**src/rtl/hdsiso_pkg.sv**
```systemverilog
// Shared definitions for the PRBS8 generator/checker pair.
// Holds the LFSR width, the feedback tap mask for x^8+x^6+x^5+x^4+1
// (taps S[7], S[5], S[4], S[3]) and the checker state encoding.
package hdsiso_pkg;

  localparam int unsigned LFSR_W = 8;
  localparam logic [LFSR_W-1:0] TAP_MASK = 8'b1011_1000;

  typedef enum logic {
    HUNT  = 1'b0,
    CHECK = 1'b1
  } chk_state_e;

  // Next PRBS bit predicted from the last LFSR_W bits (S[0] newest).
  function automatic logic prbs_fb(input logic [LFSR_W-1:0] s);
    return ^(s & TAP_MASK);
  endfunction

endpackage

```
**src/rtl/sat_counter.sv**
```systemverilog
// Saturating up-counter with synchronous clear.
// Ports:
//   clk_i   - clock, rising edge
//   clr_i   - synchronous clear, wins over inc_i
//   inc_i   - increment enable; holds at all-ones once reached
//   count_o - current count
module sat_counter #(
  parameter int unsigned WIDTH = 8
) (
  input  logic             clk_i,
  input  logic             clr_i,
  input  logic             inc_i,
  output logic [WIDTH-1:0] count_o
);

  logic [WIDTH-1:0] count_q;
  logic [WIDTH-1:0] count_d;

  always_comb begin
    count_d = count_q;
    if (inc_i && (count_q != '1)) begin
      count_d = count_q + WIDTH'(1);
    end
  end

  always_ff @(posedge clk_i) begin
    if (clr_i) begin
      count_q <= '0;
    end else begin
      count_q <= count_d;
    end
  end

  assign count_o = count_q;

endmodule

```
**src/rtl/lfsr8_check.sv**
```systemverilog
// PRBS8 receive checker.
// Hunts for the PRBS8 sequence by filling an 8-bit shift register with
// received bits, then free-runs the LFSR on its own predictions and compares
// every valid received bit against the prediction. Too many mismatches in one
// window of checked bits drops lock and restarts the hunt.
// Ports:
//   CLK        - clock, rising edge
//   RESET      - synchronous active-high reset
//   CHK_EN     - bit-valid qualifier; everything freezes when low
//   D_IN       - received serial stream
//   LOCKED     - checker is synchronised (state CHECK)
//   ERR        - one-cycle pulse per mismatched bit while locked
//   ERR_COUNT  - total mismatches, saturating at 255
//   LOSS_COUNT - lock losses, saturating at 15
module lfsr8_check
  import hdsiso_pkg::*;
#(
  parameter int unsigned LOSS_THRESH = 4,
  parameter int unsigned WINDOW      = 32
) (
  input  logic       CLK,
  input  logic       RESET,
  input  logic       CHK_EN,
  input  logic       D_IN,
  output logic       LOCKED,
  output logic       ERR,
  output logic [7:0] ERR_COUNT,
  output logic [3:0] LOSS_COUNT
);

  localparam int unsigned WCNT_W = $clog2(WINDOW);
  localparam int unsigned EWIN_W = WCNT_W + 1;
  localparam logic [WCNT_W-1:0] WCNT_LAST = WCNT_W'(WINDOW - 1);
  localparam logic [EWIN_W-1:0] EWIN_LOSS = EWIN_W'(LOSS_THRESH);
  localparam logic [3:0]        FILL_FULL = 4'(LFSR_W);

  chk_state_e        state_q, state_d;
  logic [LFSR_W-1:0] s_q, s_d;
  logic [3:0]        fill_q, fill_d;
  logic [WCNT_W-1:0] wcnt_q, wcnt_d;
  logic [EWIN_W-1:0] ewin_q, ewin_d;
  logic              err_q, err_d;

  logic              exp_bit;
  logic              mism;
  logic              loss;
  logic              hunt_done;
  logic [LFSR_W-1:0] s_hunt;
  logic [3:0]        fill_inc;
  logic [EWIN_W-1:0] ewin_inc;

  // Qualified events for this edge, shared by next-state and datapath logic.
  always_comb begin
    exp_bit   = prbs_fb(s_q);
    s_hunt    = {s_q[LFSR_W-2:0], D_IN};
    fill_inc  = (fill_q == FILL_FULL) ? fill_q : fill_q + 4'd1;
    mism      = 1'b0;
    loss      = 1'b0;
    hunt_done = 1'b0;
    ewin_inc  = ewin_q;
    if (CHK_EN) begin
      if (state_q == HUNT) begin
        hunt_done = (fill_inc == FILL_FULL) && (s_hunt != '0);
      end else begin
        mism     = D_IN ^ exp_bit;
        ewin_inc = ewin_q + EWIN_W'(mism);
        loss     = mism && (ewin_inc == EWIN_LOSS);
      end
    end
  end

  always_ff @(posedge CLK) begin
    if (RESET) begin
      state_q <= HUNT;
      s_q     <= '0;
      fill_q  <= '0;
      wcnt_q  <= '0;
      ewin_q  <= '0;
      err_q   <= 1'b0;
    end else begin
      state_q <= state_d;
      s_q     <= s_d;
      fill_q  <= fill_d;
      wcnt_q  <= wcnt_d;
      ewin_q  <= ewin_d;
      err_q   <= err_d;
    end
  end

  always_comb begin
    state_d = state_q;
    unique case (state_q)
      HUNT:    if (hunt_done) state_d = CHECK;
      CHECK:   if (loss)      state_d = HUNT;
      default: state_d = HUNT;
    endcase
  end

  // In CHECK the register is fed with the prediction, not the received bit,
  // so a single channel error is seen exactly once. Loss beats window wrap.
  always_comb begin
    s_d    = s_q;
    fill_d = fill_q;
    wcnt_d = wcnt_q;
    ewin_d = ewin_q;
    err_d  = mism;
    if (CHK_EN) begin
      if (state_q == HUNT) begin
        s_d    = s_hunt;
        fill_d = fill_inc;
      end else if (loss) begin
        s_d    = '0;
        fill_d = '0;
        wcnt_d = '0;
        ewin_d = '0;
      end else begin
        s_d = {s_q[LFSR_W-2:0], exp_bit};
        if (wcnt_q == WCNT_LAST) begin
          wcnt_d = '0;
          ewin_d = '0;
        end else begin
          wcnt_d = wcnt_q + WCNT_W'(1);
          ewin_d = ewin_inc;
        end
      end
    end
  end

  always_comb begin
    LOCKED = (state_q == CHECK);
    ERR    = err_q;
  end

  sat_counter #(.WIDTH(8)) u_err_count (
    .clk_i   (CLK),
    .clr_i   (RESET),
    .inc_i   (mism),
    .count_o (ERR_COUNT)
  );

  sat_counter #(.WIDTH(4)) u_loss_count (
    .clk_i   (CLK),
    .clr_i   (RESET),
    .inc_i   (loss),
    .count_o (LOSS_COUNT)
  );

endmodule

```
**config.mk**
```make
export PLATFORM = sky130hd
export DESIGN_NAME = lfsr8_check
export DESIGN_NICKNAME = d
export VERILOG_FILES = /design/src/rtl/hdsiso_pkg.sv /design/src/rtl/sat_counter.sv /design/src/rtl/lfsr8_check.sv
export SDC_FILE = /design/constraint.sdc
export NUM_CORES = 1
export LEC_CHECK = 0
export BUFFER_PORTS_ARGS = -buffer_cell sky130_fd_sc_hd__buf_2
export CAP_MARGIN = 20
export CORE_MARGIN = 4
export CORE_UTILIZATION = 50
export CTS_BUF_LIST = sky130_fd_sc_hd__clkbuf_8
export DETAILED_ROUTE_END_ITERATION = 10
export HOLD_SLACK_MARGIN = 0.12
export PLACE_DENSITY = 0.73
export SYNTH_ARGS = -nofsm -noshare
export SYNTH_HDL_FRONTEND = slang
export SYNTH_HIERARCHICAL = 1
export SYNTH_SLANG_ARGS = --single-unit
```
**constraint.sdc**
```tcl
create_clock -name CLK -period 2.8 [get_ports CLK]
set_clock_uncertainty 0.1 [all_clocks]
set_input_delay 0.28 -clock CLK [delete_from_list [all_inputs] [get_ports CLK]]
set_output_delay 0.28 -clock CLK [all_outputs]
set_load 0.01 [all_outputs]
```
# == Word level (Yosys, flattened, before mapping) ==
# Cells that the tools add are included.
# W data, S select, Z words.
# classes
add_sub_neg,5
n_eq_ne,7
n_mux,18
n_bitwise,2
reduce_logical,8
# ops
cell,n
$mux W8,2
$mux W4,3
$mux W6,2
$mux W5,2
$add A4 B1 Y4 const B,2
$add A8 B1 Y8 const B,1
$eq A4 B4 Y1 const B,2
$mux W1,8
$ne A8 B8 Y1 const B,1
$reduce_bool A8 Y1,1
$reduce_xor A8 Y1,1
$add A6 B1 Y6,1
$eq A6 B3 Y1 const B,1
$add A5 B1 Y5 const B,1
$eq A5 B5 Y1 const B,1
$logic_and A1 B1 Y1,4
$ne A4 B4 Y1 const B,1
$reduce_and A2 Y1,2
$ne A2 B1 Y1 const B,1
$pmux W1 S2,1
$not A1 Y1,1
$xor A1 B1 Y1,1
# word_totals
regBits,37
in_bits,4
out_inout_bits,14
wordCells,48

# == Depth between registers and ports, before layout ==
# depth
depth_word,9
ltp_mapped,10
depth_no_buf,10

# == Hierarchy ==
# The synthesis kept the hierarchy.
# modules_own_cells
mod,n_inst,cells_each,area_each_um2,seq_area_each_um2
lfsr8_check,1,164,1401.3,500.5
sat_counter at u_err_count,1,46,430.4,160.2
sat_counter at u_loss_count,1,20,209.0,80.1

# == Least setup slack after synthesis ==
# Ideal clock, no wire load.
# synth_path
kind,reg2reg
startpoint,register s_q[4]
endpoint,register u_loss_count.count_q[0] (netlist: u_loss_count/count_o[0])
setup_time_ns,0.121
arrival_time_ns,2.446
t_required_ns,2.579
slack_ns,0.133
stages_incl_launch_ff,9
n_path_buf,0
synth_period_minus_slack_ns,2.667
path_cell_list,dfxtp_1 -> xnor2_1 -> xor3_2 -> ha_1 -> ha_1 -> nor4_1 -> and4_1 -> nor2b_4 -> mux2_4
# synth_via
elab_chain_cells,8
# synth_rtl
item,line_no,rtl
start: declaration,lfsr8_check.sv:38,"logic [LFSR_W-1:0] s_q, s_d;"
start signal: assignment,lfsr8_check.sv:75,s_q <= '0;
start signal: assignment,lfsr8_check.sv:82,s_q <= s_d;
$reduce_xor A8 Y1 *,hdsiso_pkg.sv:16,return ^(s & TAP_MASK);
$xor A1 B1 Y1 *,lfsr8_check.sv:65,mism = D_IN ^ exp_bit;
$add A6 B1 Y6,lfsr8_check.sv:66,ewin_inc = ewin_q + EWIN_W'(mism);
$eq A6 B3 Y1,lfsr8_check.sv:67,loss = mism && (ewin_inc == EWIN_LOSS);
$logic_and A1 B1 Y1 *,lfsr8_check.sv:67,
$mux W1 *,lfsr8_check.sv:62,if (state_q == HUNT) begin
$mux W1 *,lfsr8_check.sv:61,if (CHK_EN) begin
net loss,lfsr8_check.sv:46,logic loss;
$logic_and A1 B1 Y1 *,sat_counter.sv:21,if (inc_i && (count_q != '1)) begin
end signal: assignment,sat_counter.sv:30,count_q <= count_d;
end: declaration,sat_counter.sv:16,logic [WIDTH-1:0] count_q;
# The timed path passes the listed nets; every way through them passes the cells marked *.
# A chain may end at the register's enable or synchronous reset.

# == Worst setup path after layout ==
# Same ends and word-level chain as after synthesis.

==> flow_summary.yaml <==
final_layout:
  final_common_cell: "dfxtp_1"
  final_cell_mix: "dfxtp_1 (35), a21oi_1 (27), buf_2 (17)"
  antennaDiodeCount: 0
  fin_nets: 262
  drive_gt1_share_pct: 19.5
  syn_to_final_growth_pct: 13.2
route:
  dr.pass1.iters: 4
  drc: 0
  first_iter_violations: 98
  drt_wl_total_um: 3930
  viasPerCell: 5.62
  vias: 1680
  route.detailed.wl_per_inst_um: 13.1
  postRouteAntennaNets: 0
critical_path:
  path_delay_family: "simple AND/OR/NAND/NOR gates"
  timing.rr.start: "s_q[4]"
  crit_cells: 8
  required_ns: 2.87
  path_max_fanout: 4
  r2r_slack_ns: 0.15
  end_kind: "flip-flop"
  max_stage_delay_ns: 0.37
  path_buf_inv: 0
  crit_path_frequent_cell: "ha_1"
  worstReg2RegEnd: "u_loss_count/count_o[0]"
  crit_arrival_ns: 2.72
  critPathKind: "flip-flop to flip-flop"
  worst-r2r-cell-count: 8
  worstPathCellList: "xnor2_2 -> xor3_2 -> ha_1 -> ha_1 -> nor4_1 -> and4_1 -> nor2b_4 -> mux2_4"
  cp-start-kind: "flip-flop"
  crit_slowest_cell: "xor3_2"
floorplan:
  ios: 18
  initial_utilization_pct: 53.7
  fp.coreArea_mm2: 0.00380
  row_count: 22
  die_x_um: 71.9
  die_area_mm2: 0.00517
  die-height_um: 71.9
cts:
  cts_tree: "built"
  ctsRootBufferMaster: "clkbuf_8"
  numCtsBuffers: 5
  insertion_delay_ns: 0.29
  path_clk_slew_ns: 0.07
  clock_sinks: 37
  clockBufferDepth: 2
  htree_levels: 2
yosys:
  async_flop_share_pct: 0
  synth_top_area_share_pct: 36.3
  synth_largest_area_cell: "dfxtp_1"
  yosysSeqAreaShare_pct: 36.3
  synth_cell_types: 48
  ys.flop_type: "dfxtp_1"
  yosysWarningCount: 6
  yosys-top-cells-area: "dfxtp_1 (36%), a21oi_1 (6.6%), ha_1 (4.9%)"
  syn_area_mm2: 0.00204
  synth_edf_count: 0
  syn_area_per_cell_um2: 8.87
  syn_nets: 242
  synth-seq-cells: 37
  syn_inst: 230
place:
  numPortBuffers: 17
  dpl.hpwl_um: 2630
  place.gp.congestion: 0.817
  place_ws_ns: 0.0723
hold_path:
  hold_end: "s_q[0]"
  hold_depth: 3
  hold_path.class: "input pin to flip-flop"
  hp-start: "D_IN"
sta:
  timing.final.crit_share_pct: 94.6
  clock.fmax_mhz: 377
  final-hold-violation-count: 0
  slew_viol_final: 0
  rsz0062_at_grt: "yes"
  fin_ws_ns: 0.150
  whs_ns: 0.213
  max_slew_margin_pct: 51.2
  final.min_clock_period_ns: 2.65
  worst_slew_pin_slew_ns: 0.732
  setup_viol: 0
global_routing:
  grt_util_all_layers_pct: 15.7
  overflow: 0
  antenna_found_initial: 0
  grt_pass1_vias: 1500
  grt_pass1_wl_um: 6660
  grt_max_degree: 46
power:
  power_per_cell_area_mw_per_mm2: 424
  leakage_uw: 0.000890
  ir_drop_v: 0.000257
run:
  cap_violations: 0
run_status:
  status: "complete, no violations"
==> report_power, final <==
| group | leakage, uW | switching, uW | internal (uW) |
|---|---|---|---|
| registers | 0.000299 | 2.96 | 529 |
| clock network | 0.0000542 | 183 | 222 |
| logic | 0.000536 | 25.9 | 16.8 |
==> timing repair <==
item | CTS | global route
setup buffers | 0 | 1
hold buffers | 0 | 0
setup endpoints to repair | 0 | 18
gates resized for setup | 0 | 5
==> synth_stat cells, types with 2 or more instances <==
library cell and count:
or2b_1 2, a211oi_1 3, o21ai_0 4, a21boi_0 2, buf_6 2, mux2i_1 5, nand2_1 13, xor2_1 3
nor2_1 11, nand3_1 7, and3_4 2, nor4b_1 2, dfxtp_1 37, mux2_4 2, ha_1 8, xnor2_1 5
and3_1 2, and4_1 3, a21oi_1 27, nor3b_1 3, nand3b_1 4, nor3_1 9, nor2b_1 5, nand4_1 4
inv_1 5, a311oi_1 3, o22ai_1 2, clkbuf_1 9, nand2b_1 11, a31oi_1 2, o21bai_1 4, o211ai_1 8
o21ai_1 2, nor4_1 5
==> state kept, by name, summed over array words and instances, names as in the netlist <==
name                  cells
fill_q                    4
u_loss_count/count_o      4
s_q                       8
ERR                       1
ewin_q                    6
u_err_count/count_o       8
wcnt_q                    5
LOCKED                    1
==> worst reg2reg max path, delay by kind of cell, from the launching register on <==
| kind | cells | cell delay, ns |
|---|---|---|
| xor+xnor | 2 | 0.57 |
| fa+ha+maj | 2 | 0.53 |
| simple gates | 3 | 0.70 |
| mux | 1 | 0.30 |
| flops | 1 | 0.35 |
==> worst max-delay path by stage <==
stage	slack (ns)	from	to
finish	0.15	s_q[4]	u_loss_count/count_o[0]
global route	-0.05	s_q[4]	u_loss_count/count_o[3]
CTS	0.04	s_q[4]	u_loss_count/count_o[0]
detailed placement	0.07	s_q[4]	u_loss_count/count_o[0]
global placement	0.12	s_q[4]	u_loss_count/count_o[0]
floorplan	0.13	s_q[4]	u_loss_count/count_o[0]
==> routing by layer <==
metal / GRT usage [%] / share of wire [%] / up-vias / wire length [um]
li1: - / - / 886 / -
met1: 23.0 / 52 / 761 / 2040
met2: 22.4 / 43 / 28 / 1690
met3: 4.21 / 3.8 / 5 / 149
met4: 4.38 / 1.2 / 0 / 49
met5: 0 / 0 / - / 0
==> cell families (layout without fill, tap and decap cells) <==
kind of cell | after synthesis | after routing | share of synthesized area [%]
DFF | 37 | 37 | 36.3
AOI/OAI and AO/OA | 60 | 60 | 18.7
buffers and inverters | 17 | 38 | 3.92
muxes | 7 | 7 | 3.92
xor gates and xnor gates | 9 | 9 | 4.66
adders and majority gates | 8 | 8 | 4.91
and+or+nand+nor | 92 | 92 | 27.6
==> final cells by class <==
cell class,count,area (um2)
inverters,5,18.8
repair buffers,25,145
flip-flops and latches,37,743
multi-input cells,176,1240
clock buffers,7,96.3
fillers,343,1490
clock inverters,1,5.00
well taps,48,60.1
==> stage by stage <==
stage	instance area [um2]	utilization, %	instances	TNS (ns)	power [uW]
2_1_floorplan	2040	-	230	0	574
3_3_place_gp	2180	57.3	290	0	587
3_5_place_dp	2180	57.3	290	0	587
4_1_cts	2280	60.0	298	0	994
5_1_grt	2310	60.8	299	-0.0937	1020
6_report	2310	60.8	299	0	980
(Power assumes the default switching activity.)
